File: src/rtl/lsu_pkg.sv
// Shared types and helpers for the load/store unit: access size, FSM state encoding,
// and the byte-mask lookup.
package lsu_pkg;

    typedef enum logic [1:0] {
        SZ_B = 2'd0,
        SZ_H = 2'd1,
        SZ_W = 2'd2
    } lsu_size_e;

    typedef logic [2:0] lsu_state_t;

    localparam lsu_state_t StIdle  = 3'd0;
    localparam lsu_state_t StReq0  = 3'd1;
    localparam lsu_state_t StWait0 = 3'd2;
    localparam lsu_state_t StReq1  = 3'd3;
    localparam lsu_state_t StWait1 = 3'd4;
    localparam lsu_state_t StDone  = 3'd5;

    function automatic logic [3:0] size_mask(lsu_size_e size);
        case (size)
            SZ_B:    size_mask = 4'h1;
            SZ_H:    size_mask = 4'h3;
            default: size_mask = 4'hF;
        endcase
    endfunction

endpackage

File: src/rtl/load_store_unit_if.sv
// Word-addressed data bus with req/gnt/rvalid handshake between the LSU and memory.
interface load_store_unit_if;

    logic        bus_req;
    logic        bus_we;
    logic [31:0] bus_addr;
    logic [3:0]  bus_be;
    logic [31:0] bus_wdata;
    logic        bus_gnt;
    logic        bus_rvalid;
    logic [31:0] bus_rdata;

    modport master (
        output bus_req, bus_we, bus_addr, bus_be, bus_wdata,
        input  bus_gnt, bus_rvalid, bus_rdata
    );

    modport slave (
        input  bus_req, bus_we, bus_addr, bus_be, bus_wdata,
        output bus_gnt, bus_rvalid, bus_rdata
    );

endinterface

File: src/rtl/load_align.sv
// Extracts a load result from one or two fetched words: shift down by the byte offset,
// truncate to the access size, then sign- or zero-extend.
module load_align
    import lsu_pkg::*;
(
    input  logic [31:0] word0_i,
    input  logic [31:0] word1_i,
    input  logic [1:0]  off_i,
    input  lsu_size_e   size_i,
    input  logic        unsigned_i,
    output logic [31:0] rdata_o
);

    logic [31:0] shifted;

    always_comb begin
        shifted = 32'({word1_i, word0_i} >> {off_i, 3'b000});
        case (size_i)
            SZ_B:    rdata_o = {{24{~unsigned_i & shifted[7]}}, shifted[7:0]};
            SZ_H:    rdata_o = {{16{~unsigned_i & shifted[15]}}, shifted[15:0]};
            default: rdata_o = shifted;
        endcase
    end

endmodule

File: src/rtl/load_store_unit.sv
// Load/store unit: turns a decoded memory op into one or two bus transactions, stalling
// the core until the access completes.
module load_store_unit
    import lsu_pkg::*;
#(
    parameter bit MISALIGN_SPLIT = 1'b1
) (
    input  logic        clk,
    input  logic        rst,
    input  logic        mem_read,
    input  logic        mem_write,
    input  logic        one_byte,
    input  logic        two_byte,
    input  logic        four_bytes,
    input  logic        unsigned_load,
    input  logic [31:0] addr,
    input  logic [31:0] wdata,
    output logic        stall,
    output logic        load_valid,
    output logic [31:0] rdata_out,
    output logic        misalign_fault,
    load_store_unit_if.master bus
);

    lsu_state_t  state_q, state_d;
    logic        is_store_q, is_store_d;
    lsu_size_e   size_q, size_d;
    logic        unsigned_q, unsigned_d;
    logic [1:0]  off_q, off_d;
    logic [29:0] waddr_q, waddr_d;
    logic [31:0] wdata_q, wdata_d;
    logic [7:0]  m8_q, m8_d;
    logic        fault_q, fault_d;
    logic [31:0] word0_q, word0_d;
    logic [31:0] word1_q, word1_d;

    lsu_size_e   size_in;
    logic [7:0]  m8_in;
    logic        cross_in;
    logic        cross_q;
    logic        req0, req1;
    logic [63:0] st_wide;
    logic [31:0] load_data;

    always_comb begin
        if (one_byte) begin
            size_in = SZ_B;
        end else if (two_byte) begin
            size_in = SZ_H;
        end else if (four_bytes) begin
            size_in = SZ_W;
        end else begin
            size_in = SZ_W;
        end
        m8_in    = {4'b0000, size_mask(size_in)} << addr[1:0];
        cross_in = |m8_in[7:4];
    end

    assign cross_q = |m8_q[7:4];

    always_comb begin
        state_d    = state_q;
        is_store_d = is_store_q;
        size_d     = size_q;
        unsigned_d = unsigned_q;
        off_d      = off_q;
        waddr_d    = waddr_q;
        wdata_d    = wdata_q;
        m8_d       = m8_q;
        fault_d    = fault_q;
        word0_d    = word0_q;
        word1_d    = word1_q;

        case (state_q)
            StIdle: begin
                fault_d = 1'b0;
                if (mem_read | mem_write) begin
                    // A read/write conflict resolves to a write.
                    is_store_d = mem_write;
                    size_d     = size_in;
                    unsigned_d = unsigned_load;
                    off_d      = addr[1:0];
                    waddr_d    = addr[31:2];
                    wdata_d    = wdata;
                    m8_d       = m8_in;
                    if (cross_in && !MISALIGN_SPLIT) begin
                        fault_d = 1'b1;
                        state_d = StDone;
                    end else begin
                        state_d = StReq0;
                    end
                end
            end
            StReq0: begin
                if (bus.bus_gnt) begin
                    if (!is_store_q)  state_d = StWait0;
                    else if (cross_q) state_d = StReq1;
                    else              state_d = StDone;
                end
            end
            StWait0: begin
                if (bus.bus_rvalid) begin
                    word0_d = bus.bus_rdata;
                    state_d = cross_q ? StReq1 : StDone;
                end
            end
            StReq1: begin
                if (bus.bus_gnt) state_d = is_store_q ? StDone : StWait1;
            end
            StWait1: begin
                if (bus.bus_rvalid) begin
                    word1_d = bus.bus_rdata;
                    state_d = StDone;
                end
            end
            default: state_d = StIdle;
        endcase
    end

    always_ff @(posedge clk) begin
        if (rst) begin
            state_q    <= StIdle;
            is_store_q <= 1'b0;
            size_q     <= SZ_W;
            unsigned_q <= 1'b0;
            off_q      <= 2'b00;
            waddr_q    <= '0;
            wdata_q    <= '0;
            m8_q       <= '0;
            fault_q    <= 1'b0;
            word0_q    <= '0;
            word1_q    <= '0;
        end else begin
            state_q    <= state_d;
            is_store_q <= is_store_d;
            size_q     <= size_d;
            unsigned_q <= unsigned_d;
            off_q      <= off_d;
            waddr_q    <= waddr_d;
            wdata_q    <= wdata_d;
            m8_q       <= m8_d;
            fault_q    <= fault_d;
            word0_q    <= word0_d;
            word1_q    <= word1_d;
        end
    end

    load_align u_load_align (
        .word0_i    (word0_q),
        .word1_i    (word1_q),
        .off_i      (off_q),
        .size_i     (size_q),
        .unsigned_i (unsigned_q),
        .rdata_o    (load_data)
    );

    // Low half of the shifted store data goes out first, high half on the second beat.
    assign st_wide = {32'b0, wdata_q} << {off_q, 3'b000};
    assign req0    = (state_q == StReq0);
    assign req1    = (state_q == StReq1);

    always_comb begin
        stall = ~rst & (((state_q == StIdle) & (mem_read | mem_write)) |
                        ((state_q != StIdle) & (state_q != StDone)));
        load_valid     = (state_q == StDone) & ~is_store_q & ~fault_q;
        rdata_out      = load_valid ? load_data : 32'b0;
        misalign_fault = (state_q == StDone) & fault_q;

        bus.bus_req   = req0 | req1;
        bus.bus_we    = (req0 | req1) & is_store_q;
        bus.bus_addr  = 32'b0;
        bus.bus_be    = 4'b0;
        bus.bus_wdata = 32'b0;
        if (req0) begin
            bus.bus_addr  = {waddr_q, 2'b00};
            bus.bus_be    = m8_q[3:0];
            bus.bus_wdata = st_wide[31:0];
        end else if (req1) begin
            bus.bus_addr  = {waddr_q + 30'd1, 2'b00};
            bus.bus_be    = m8_q[7:4];
            bus.bus_wdata = st_wide[63:32];
        end
    end

endmodule
File: src/flat_wrapper.sv
// flat-port wrapper written by rule: the top's interface ports become plain ports
module load_store_unit_flat import lsu_pkg::*;
#(
    parameter bit MISALIGN_SPLIT = 1'b1
)
  (clk, rst, mem_read, mem_write, one_byte, two_byte, four_bytes, unsigned_load, addr, wdata, stall, load_valid, rdata_out, misalign_fault, bus_bus_req, bus_bus_we, bus_bus_addr, bus_bus_be, bus_bus_wdata, bus_bus_gnt, bus_bus_rvalid, bus_bus_rdata);
  load_store_unit_if bus_i ();
  input  logic clk;
  input  logic rst;
  input  logic mem_read;
  input  logic mem_write;
  input  logic one_byte;
  input  logic two_byte;
  input  logic four_bytes;
  input  logic unsigned_load;
  input  logic [31:0] addr;
  input  logic [31:0] wdata;
  output logic stall;
  output logic load_valid;
  output logic [31:0] rdata_out;
  output logic misalign_fault;
  output wire logic [$bits(bus_i.bus_req)-1:0] bus_bus_req;
  output wire logic [$bits(bus_i.bus_we)-1:0] bus_bus_we;
  output wire logic [$bits(bus_i.bus_addr)-1:0] bus_bus_addr;
  output wire logic [$bits(bus_i.bus_be)-1:0] bus_bus_be;
  output wire logic [$bits(bus_i.bus_wdata)-1:0] bus_bus_wdata;
  input wire logic [$bits(bus_i.bus_gnt)-1:0] bus_bus_gnt;
  input wire logic [$bits(bus_i.bus_rvalid)-1:0] bus_bus_rvalid;
  input wire logic [$bits(bus_i.bus_rdata)-1:0] bus_bus_rdata;
  assign bus_bus_req = bus_i.bus_req;
  assign bus_bus_we = bus_i.bus_we;
  assign bus_bus_addr = bus_i.bus_addr;
  assign bus_bus_be = bus_i.bus_be;
  assign bus_bus_wdata = bus_i.bus_wdata;
  assign bus_i.bus_gnt = bus_bus_gnt;
  assign bus_i.bus_rvalid = bus_bus_rvalid;
  assign bus_i.bus_rdata = bus_bus_rdata;
  load_store_unit #(.MISALIGN_SPLIT(MISALIGN_SPLIT)) u_core (.clk(clk), .rst(rst), .mem_read(mem_read), .mem_write(mem_write), .one_byte(one_byte), .two_byte(two_byte), .four_bytes(four_bytes), .unsigned_load(unsigned_load), .addr(addr), .wdata(wdata), .stall(stall), .load_valid(load_valid), .rdata_out(rdata_out), .misalign_fault(misalign_fault), .bus(bus_i));
endmodule
File: config.mk
export PLATFORM = sky130hd
export DESIGN_NAME = load_store_unit_flat
export DESIGN_NICKNAME = d
export VERILOG_FILES = /design/src/rtl/lsu_pkg.sv /design/src/rtl/load_store_unit_if.sv /design/src/rtl/load_align.sv /design/src/rtl/load_store_unit.sv /design/src/flat_wrapper.sv
export SDC_FILE = /design/constraint.sdc
export NUM_CORES = 1
export LEC_CHECK = 0
export BUFFER_PORTS_ARGS = -buffer_cell sky130_fd_sc_hd__buf_2
export CORE_ASPECT_RATIO = 0.7
export CORE_MARGIN = 4
export CORE_UTILIZATION = 53
export CTS_CLUSTER_SIZE = 12
export DETAILED_ROUTE_END_ITERATION = 10
export PLACE_DENSITY = 0.9
export SLEW_MARGIN = 15
export SYNTH_ARGS = -nofsm -noshare
export SYNTH_HDL_FRONTEND = slang
export SYNTH_SLANG_ARGS = --single-unit
File: constraint.sdc
create_clock -name clk -period 3 [get_ports clk]
set_clock_uncertainty 0.1 [all_clocks]
set_input_delay 0.45 -clock clk [delete_from_list [all_inputs] [get_ports clk]]
set_output_delay 0.45 -clock clk [all_outputs]
set_load 0.005 [all_outputs]
==> results.md <==
- Status: completed
- Critical Path Source Type: flop
- Clock root cell: clkbuf_16
- Commonest non-fill, non-tap cells in the layout: nand2_1 (305), buf_2 (205), a21oi_1 (163), dfxtp_1 (118), nor2_1 (32)
- P_sw: 2.27 mW
- Clk slew on worst S/H paths: 0.06 ns
- Number of enable flip-flop cells after synthesis: 0
- CP peak stage delay: 0.56 ns
- Synth Area in Adders: 0.295%
- Vias in the first global route: 7381
- Max Cap Violations: 0
- Hold path endpoint: u_core.waddr_q[7]
- Routed len/inst: 17.0 um
- Critical path's top delay family: simple AND/OR/NAND/NOR gates
- Pint: 4.03 mW
- Core Util, Final: 67.9%
- Die width: 151 um
- R2r endpoint: u_core.waddr_q[8]
- Critical path class: reg2out
- Crit share post-route: 97.9%
- DRC Markers: 0
- Synth async-reset ratio: 0%
- Syn_area_per_cell: 7.56 sq um
- Hold path start: addr[9]
- Hold_buf cts: 0
- CP required: 2.45 ns
- R2r setup slk: 0.77 ns
- Placed Cells incl. Taps: 1343
- Gate Count Post-Synth: 1010
- Sw Ratio: 36.0%
- RSZ-0062 raised after global routing: false
- Synth Flop Type: dfxtp_1
- Post-synthesis sequential area ratio: 35.1%
- Final net count: 1289
- Global-route wire length before repair: 36300 um
- Worst Path Max Fanout: 5
- Slowest CP cell: or4_4
- Leakage power: 3.80 nW
- Post-synthesis compound-gate area fraction: 17.2%
- Clk pwr share: 32.8%
- Slew HR: 49.8%
- Multiplexer share of the synthesized area: 12.9%
- Post-Syn Area: 7630 sq um
- Row Count: 36
- Worst Path Buf+Inv: 1
- Worst Hold Class: in2reg
- I/O pins: 211
- Total grt overflow: 0
- Post-DRT Antenna Nets: 0
- Initial antenna violation count: 1
- Largest net degree at the start of global routing: 74
- Clk buf depth: 2
- Gr usage total: 27.8%
- Core area: 14000 sq um
- Worst setup EP type: output port
- # setup viols final: 0
- Post-DR vias/cell: 5.84
- Height of the die: 108 um
- CP Cell Sequence: nand4_1 -> or4_4 -> or4_1 -> a21oi_1 -> buf_2
- Fmax: 0.340 GHz
- Least-Margin Pin Slew: 0.750 ns
- Htree depth: 4
- Initial core utilization: 54.5%
- Cell Pwr Density: 663 nW/um^2
- Area grow syn2layout: 24.5%
- Fin Setup TNS: 0 ns
- Hold slack final: 0.164 ns
- Total wire length: 23500 um
- DR iter-0 viols: 616
- Commonest non-fill, non-tap cell in the layout: nand2_1
- Detailed placement HPWL: 16100 um
- Share of cells above drive strength 1: 28.0%
- Worst R2R Path Depth: 6
- Final GP Congestion: 0.898
- Finished Layout Cells: 1386
- Xor/xnor share of the synthesized area: 1.72%
- Final worst path period need: 2.94 ns
- Hold Vio Cnt, Final: 0
- CP startpoint: u_core.waddr_q[11]
- TritonCTS clock tree: done
- Die area: 16400 sq um
- Worst R2R Start: u_core.state_q[1]
- Combinational share of power: 30.2%
- Via count: 8100
- Register share of total power: 37.0%
- Fin. max-slew vios: 0
- # port buffers: 206
- Num CTS Buffers: 17
- CP Data Arrival Time: 2.39 ns
- #FFs+latches synth: 134
- Synth Warn #: 0
- Clk sinks: 134
- Worst hold stages: 3
- Simple-gate share of the synthesized area: 27.4%
- Max IR drop VDD: 0.471 mV
- Drt pass-1 iters: 5
- Clock Latency Late Sink: 0.41 ns
- Main combinational cell family by area after synthesis: simple AND/OR/NAND/NOR gates
- Synth cell types: 56
synthesized netlist by cell type (3+ instances only):
library cell	instances	share of area, %
xor2_1	4	0.46
and3_1	14	1.1
or3_1	12	0.98
buf_1	6	0.30
buf_4	3	0.30
a22o_1	8	0.92
nor4_1	3	0.25
o22ai_1	9	0.74
nand3b_1	4	0.39
dfxtp_1	134	35
or4_1	7	0.69
nand4_1	8	0.66
mux2i_1	31	4.1
nand2_1	305	15
o21ai_0	20	1.3
buf_2	11	0.72
nor2_1	33	1.6
clkbuf_1	65	3.2
xnor2_1	11	1.3
inv_1	9	0.44
o2bb2ai_1	9	1.0
o31ai_1	7	0.69
nor2b_1	17	1.4
mux4_2	29	8.6
nand2b_1	10	0.82
nor3_1	11	0.72
a21oi_1	166	11
nand3_1	26	1.7
routing by layer:
layer	share of wire [%]	vias to the layer above	global-route usage [%]
li1	-	3848	-
met4	2.0	2	10.3
met5	0.030	-	0
met2	46	433	43.4
met3	10	48	7.54
met1	41	3769	37.0
power groups by stage:
stage	Sequential (mW)	Clock [mW]	Combinational (mW)
after floorplan	2.22	0	1.34
after global placement	2.32	0	1.77
after detailed placement	2.33	0	1.82
after CTS	2.30	2.08	1.85
after global routing	2.36	2.16	2.09
final	2.33	2.07	1.90
stage by stage:
step / worst slack (ns) / area (sq um) / total power [mW]
after detailed placement: 0.267 / 8740 / 4.15
after CTS: 0.00535 / 9420 / 6.23
after floorplan: 0.628 / 7640 / 3.56
final: 0.0623 / 9510 / 6.30
after global routing: 0.00133 / 9500 / 6.61
after global placement: 0.321 / 8740 / 4.09
state kept, by name (all words and copies together) (netlist names):
signal and flops:
u_core.off_q 2, u_core.waddr_q 30, u_core.size_q 2, u_core.unsigned_q 1
u_core.is_store_q 1, u_core.word0_q 32, u_core.wdata_q 32, u_core.word1_q 24
u_core.state_q 3, u_core.m8_q 7
worst max-delay path by stage:
stage / endpoint / slack (ns) / cells past startpoint
2_1_floorplan: bus_bus_addr[22] / 0.63 / 5
5_1_grt: bus_bus_addr[29] / 0.001 / 5
6_report: bus_bus_addr[31] / 0.06 / 5
3_3_place_gp: bus_bus_addr[30] / 0.32 / 6
3_5_place_dp: bus_bus_addr[30] / 0.27 / 6
4_1_cts: bus_bus_addr[22] / 0.005 / 6
worst min-delay path, stage by stage:
cell     delay (ns)
buf_2          0.09
nand2_1        0.04
a21oi_1        0.05
cell type report:
class	instances	area [sq um]
timing repair buffer	238	1310
sequential	134	2720
clock inverter	14	153
tap	190	238
multi-input combinational	782	4620
fill	1157	4500
inverter	9	33.8
antenna	1	2.50
clock buffer	18	429
cells by family after synthesis:
group,after synthesis
DFF,134
other,1
buffers and inverters,96
AOI/OAI and AO/OA,234
muxes,62
adders and majority gates,2
xor gates and xnor gates,15
and+or+nand+nor,466
what timing repair did:
item	CTS	global route
pin swaps	6	3
setup endpoints to repair	7	40
resized for setup	16	14
endpoints found under the hold margin	0	0
buffers inserted	7	2
No activity file was read; power rests on OpenSTA's default activity.
